<file path="src/rtl/spi_reg_ctrl.sv">
// Register-access sequencer for an SPI slave: decodes the command word of each
// chip-select frame, then issues register writes or read fetches per data word.
// Define SPI_REG_CTRL_AUTOINC_EN to step reg_addr after every write and read load.
module spi_reg_ctrl #(
  parameter int DATA_WIDTH = 16,
  parameter int ADDR_WIDTH = 7
) (
  input  logic                  clk,
  input  logic                  reset,
  input  logic                  cs,
  input  logic                  synced_new_data_flag,
  input  logic [DATA_WIDTH-1:0] synced_data_received,
  output logic                  clear_new_data_flag,
  output logic [DATA_WIDTH-1:0] data_to_send,
  output logic [ADDR_WIDTH-1:0] reg_addr,
  output logic                  reg_wr_en,
  output logic [DATA_WIDTH-1:0] reg_wr_data,
  output logic                  reg_rd_en,
  input  logic [DATA_WIDTH-1:0] reg_rd_data,
  output logic                  busy,
  output logic                  xfer_done
);

  // state     | meaning
  // IDLE      | no frame; waiting for a synchronized cs fall
  // WAIT_CMD  | frame open; waiting for the command word
  // WAIT_DATA | command decoded; waiting for the next data word
  // RD_FETCH  | reg_rd_en strobe at the current address
  // RD_LOAD   | capture reg_rd_data into data_to_send
  // CLEAR     | request flag clear until the slave drops the flag
  typedef enum logic [2:0] {
    IDLE      = 3'd0,
    WAIT_CMD  = 3'd1,
    WAIT_DATA = 3'd2,
    RD_FETCH  = 3'd3,
    RD_LOAD   = 3'd4,
    CLEAR     = 3'd5
  } state_t;

  // Cycles a frame stays open after cs_sync rises with no flag, so a final word
  // whose synchronized flag trails the cs rise is still accepted.
  localparam logic [1:0] GRACE = 2'd3;

  state_t     state, state_next;
  logic       cs_meta, cs_sync, cs_armed;
  logic [1:0] sync_fill;
  logic       cs_fall;
  logic       dir_wr;
  logic [1:0] grace_cnt;
  logic       grace_run;
  logic       latch_cmd, wr_word, load_rd, done_next;

  // cs_armed only rises once the synchronizer holds a real sample of cs, so a
  // cs already low when reset releases is not mistaken for a new frame.
  always_ff @(posedge clk or posedge reset) begin
    if (reset) begin
      cs_meta   <= 1'b1;
      cs_sync   <= 1'b1;
      sync_fill <= 2'b00;
      cs_armed  <= 1'b0;
    end else begin
      cs_meta   <= cs;
      cs_sync   <= cs_meta;
      sync_fill <= {sync_fill[0], 1'b1};
      cs_armed  <= sync_fill[1] & cs_sync;
    end
  end

  assign cs_fall = cs_armed & ~cs_sync;

  assign grace_run = ((state == WAIT_CMD) || (state == WAIT_DATA)) &&
                     cs_sync && !synced_new_data_flag;

  always_ff @(posedge clk or posedge reset) begin
    if (reset) begin
      grace_cnt <= GRACE;
    end else if (!grace_run) begin
      grace_cnt <= GRACE;
    end else if (grace_cnt != 2'd0) begin
      grace_cnt <= grace_cnt - 2'd1;
    end
  end

  always_ff @(posedge clk or posedge reset) begin
    if (reset) begin
      state <= IDLE;
    end else begin
      state <= state_next;
    end
  end

  always_comb begin
    state_next = state;
    latch_cmd  = 1'b0;
    wr_word    = 1'b0;
    load_rd    = 1'b0;
    done_next  = 1'b0;
    case (state)
      IDLE: begin
        if (cs_fall) state_next = WAIT_CMD;
      end
      WAIT_CMD: begin
        if (synced_new_data_flag) begin
          latch_cmd  = 1'b1;
          state_next = synced_data_received[DATA_WIDTH-1] ? CLEAR : RD_FETCH;
        end else if (cs_sync && grace_cnt == 2'd0) begin
          state_next = IDLE;
        end
      end
      WAIT_DATA: begin
        if (synced_new_data_flag) begin
          if (dir_wr) begin
            wr_word    = 1'b1;
            state_next = CLEAR;
          end else begin
            state_next = RD_FETCH;
          end
        end else if (cs_sync && grace_cnt == 2'd0) begin
          state_next = IDLE;
          done_next  = 1'b1;
        end
      end
      RD_FETCH: state_next = RD_LOAD;
      RD_LOAD: begin
        load_rd    = 1'b1;
        state_next = CLEAR;
      end
      CLEAR: begin
        if (!synced_new_data_flag) begin
          if (cs_sync) begin
            state_next = IDLE;
            done_next  = 1'b1;
          end else begin
            state_next = WAIT_DATA;
          end
        end
      end
      default: state_next = IDLE;
    endcase
  end

  // The address steps in the cycle after its use: while reg_wr_en is high for
  // writes, and on the RD_LOAD edge for reads.
  always_ff @(posedge clk or posedge reset) begin
    if (reset) begin
      dir_wr       <= 1'b0;
      reg_addr     <= '0;
      data_to_send <= '0;
      reg_wr_en    <= 1'b0;
      reg_wr_data  <= '0;
      xfer_done    <= 1'b0;
    end else begin
      reg_wr_en <= wr_word;
      xfer_done <= done_next;
      if (latch_cmd) begin
        dir_wr   <= synced_data_received[DATA_WIDTH-1];
        reg_addr <= synced_data_received[ADDR_WIDTH-1:0];
      end
`ifdef SPI_REG_CTRL_AUTOINC_EN
      else if (reg_wr_en || load_rd) begin
        reg_addr <= reg_addr + ADDR_WIDTH'(1);
      end
`endif
      if (wr_word) reg_wr_data <= synced_data_received;
      if (load_rd) data_to_send <= reg_rd_data;
    end
  end

  assign reg_rd_en           = (state == RD_FETCH);
  assign clear_new_data_flag = (state == CLEAR);
  assign busy                = (state != IDLE);

endmodule

</file>
<file path="config.mk">
export PLATFORM = sky130hd
export DESIGN_NAME = spi_reg_ctrl
export DESIGN_NICKNAME = d
export VERILOG_FILES = /design/src/rtl/spi_reg_ctrl.sv
export SDC_FILE = /design/constraint.sdc
export NUM_CORES = 1
export LEC_CHECK = 0
export ABC_AREA = 1
export CAP_MARGIN = 20
export CORE_AREA = 2 2 75 77
export CTS_BUF_LIST = sky130_fd_sc_hd__clkbuf_4
export DETAILED_ROUTE_END_ITERATION = 7
export DIE_AREA = 0 0 77 79
export MAX_ROUTING_LAYER = met4
export PLACE_DENSITY = 0.73
export SETUP_SLACK_MARGIN = 0.05
export SLEW_MARGIN = 20
export SYNTH_ARGS = -nofsm -noshare
export SYNTH_HDL_FRONTEND = slang
export SYNTH_SLANG_ARGS = --single-unit
</file>
<file path="constraint.sdc">
create_clock -name clk -period 2.2 [get_ports clk]
set_clock_uncertainty 0.1 [all_clocks]
set_input_delay 0.66 -clock clk [delete_from_list [all_inputs] [get_ports clk]]
set_output_delay 0.66 -clock clk [all_outputs]
set_load 0.02 [all_outputs]
</file>
==> reports/metrics.yaml <==
critical_path:
  r2r_slack_ps: 490
  critPathKind: "reg -> out"
  r2r-start: "state[2]"
  rr_worst_depth: 7
  path_buf_inv: 1
  critPathTopFamily: "buffers and inverters"
  critical_path.max_fanout: 2
  required_ps: 1440
  worstSetupStartpointType: "register"
  crit_path_max_incr_delay_ps: 610
  end_kind: "output port"
  slowest_stage: "clkdlybuf4s50_1"
  crit_path_cell_trace: "clkdlybuf4s50_1"
  r2r_end: "reg_wr_data[8]"
  worstPathArrival_ps: 1330
yosys:
  synth_cell_type_count: 28
  synth-compound-area-share_pct: 6.28
  ys_warn_count: 0
  syn_area_per_cell_um2: 10.9
  yosysTopAreaCellShare_pct: 55.8
  synthTopCellsByCount: "nand2_1, dfrtp_1, inv_1"
  synth_area_leaders: "dfrtp_1, nand2_1, mux2_4, dfstp_2, mux2_2"
  ys.flop_type: "dfrtp_1"
  syn-instance-count: 197
  synth_top_family_by_area: "simple AND/OR/NAND/NOR gates"
  syn_nets: 234
  seq_area_frac_synth_pct: 60.7
  yosys.area_share.xor_xnor_pct: 0
  synth_adder_area_share_pct: 0.581
  synth_top_area_cell: "dfrtp_1"
  syn_area_mm2: 0.00215
  ys_ff_latch: 52
  synth-simple-area-share_pct: 16.6
  synth_edf_count: 0
  muxShareOfSynthArea_pct: 9.94
  synth-async-reset-ratio_pct: 100
  synth_most_common_cell: "nand2_1"
min_path:
  min_to: "cs_sync"
  min_from: "cs_meta"
  hold_path.class: "reg -> reg"
  whs_path_depth: 0
clocking:
  h-tree-depth: 2
  cts_root_buf: "clkbuf_4"
  cts_made_buffers: 5
  clock_latency_ps: 360
  clock-sinks: 52
  clockBufferDepth: 2
  cts_tree: "built"
  clk_pin_slew_ps: 140
job:
  cap_violations: 0
placement:
  preCtsSetupSlack_ps: 61.9
  gp_congestion: 0.837
  placed_area_mm2: 0.00305
  hpwl_um: 3240
  port_buffers: 79
drt:
  route.detailed.drc: 0
  antenna_left: 0
  drt-vias-per-instance: 4.55
  vias: 1633
  wirelength_um: 4600
  wl_per_cell_um: 12.8
  dr.pass1.iters: 4
  drt_iter0_drc: 58
sta:
  report.final.slew_viol_count: 0
  finalWorstSetupSlack_ps: 108
  layout_min_cycle_time_ps: 2090
  hold_viol: 0
  whs_ps: 281
  rsz0062_at_grt: "true"
  max_freq_ghz: 0.478
  setup_viol: 0
  fin_crit_sh_pct: 95.1
  finalSetupTns_ps: 0
power_and_ir_drop:
  clkPwrFrac_pct: 10.7
  leakage_nw: 1.94
  switching_share_pct: 38.0
  p_sw_mw: 1.50
  peakVddDrop_v: 0.000727
  power_density_mw_per_mm2: 1230
  internal_power_mw: 2.45
  seq_power_share_pct: 38.3
  combPwrFrac_pct: 51.0
global_routing:
  grt-ovfl-total: 0
  grt_pass1_wl_um: 7870
  track_usage_pct: 16.8
  grt_max_degree: 53
  antenna_found_initial: 0
  first_global_vias: 1705
final_layout:
  multi_input_area_um2: 722
  fill_cells: 475
  layout-drive-gt1-share_pct: 20.9
  area_growth_pct: 48.9
  fin_area_mm2: 0.00321
  layout.area.seq_mm2: 0.00131
  num_antenna_cells: 0
  final_util_pct: 60.1
  nets: 323
floorplanning:
  core.rowCount: 27
  initial_core_util_pct: 40.3
  core_area_mm2: 0.00534
  die_x_um: 77
  die_y_um: 79
  die-area_mm2: 0.00608
  ios: 80
run_status:
  status: "finished clean"
## worst max path at each step
stage / cells after the start / start / to
2_1_floorplan: 1 / reset / cs_armed
3_5_place_dp: 5 / state[0] / clear_new_data_flag
3_3_place_gp: 4 / state[1] / clear_new_data_flag
6_report: 1 / data_to_send[3] / data_to_send[3]
5_1_grt: 4 / state[2] / reg_rd_en
4_1_cts: 1 / data_to_send[5] / data_to_send[5]
## state kept, by name (all words and copies together) (netlist names)
signal / flops
state: 3
sync_fill: 2
grace_cnt: 2
reg_wr_data: 16
cs_armed: 1
reg_addr: 7
reg_wr_en: 1
cs_meta: 1
dir_wr: 1
cs_sync: 1
data_to_send: 16
xfer_done: 1
## cell families (layout without fill, tap and decap cells)
| kind of cell | after synthesis | count (layout) |
|---|---|---|
| flops | 52 | 52 |
| fa+ha+maj | 1 | 1 |
| other cells | 1 | 1 |
| mux | 16 | 16 |
| simple gates | 80 | 80 |
| buf+inv | 27 | 117 |
| compound gates | 20 | 20 |
## placed cells by master, fill, tap and decap left out, drive strengths merged
cell type      count
nand2             63
dfrtp             48
clkdlybuf4s50     43
dlymetal6s2s      32
inv               20
mux2              16
o21ai             14
buf               11
nand3              8
clkbuf             7
nor2               5
dfstp              4
a21oi              3
nand4              3
o2111ai            1
o211ai             1
a21boi             1
or2                1
ha                 1
clkinv             1
clkinvlp           1
clkdlybuf4s15      1
dlygate4sd2        1
conb               1
## stage by stage
step	power [mW]	instances
floorplan	2.69	197
global placement	3.52	348
detailed placement	3.57	348
CTS	4.02	358
global route	4.22	359
finish	3.95	359
## what timing repair did
| action | in CTS | in global routing |
|---|---|---|
| setup endpoints to repair | 4 | 35 |
| pin swaps | 1 | 0 |
| gates resized for setup | 12 | 37 |
| hold buffers | 0 | 0 |
| endpoints found under the hold margin | 0 | 0 |
| buffers inserted | 2 | 1 |
## metal layers
| layer | vias up | part of all wire (%) | GRT usage, % | wire length (um) |
|---|---|---|---|---|
| met3 | 6 | 4.0 | 3.52 | 183 |
| met2 | 42 | 53 | 28.4 | 2420 |
| met5 | - | 0 | - | 0 |
| met1 | 779 | 42 | 20.4 | 1930 |
| li1 | 806 | - | - | - |
| met4 | 0 | 1.4 | 5.36 | 66 |
## layout make-up
class / count / share of cell area (%)
clock inverter: 2 / 0.351
tap: 72 / 2.81
sequential: 52 / 40.8
timing repair buffer: 89 / 29.8
inverter: 20 / 2.34
multi-input combinational: 118 / 22.5
clock buffer: 6 / 1.40
## power groups by stage
stage	Clock [mW]	Sequential (mW)	Combinational [mW]
2_1_floorplan	0	1.87	0.827
3_3_place_gp	0	1.53	2.00
3_5_place_dp	0	1.54	2.04
4_1_cts	0.445	1.52	2.06
5_1_grt	0.480	1.57	2.17
6_report	0.422	1.51	2.01
Note: power is estimated with default switching activity, not from simulation.
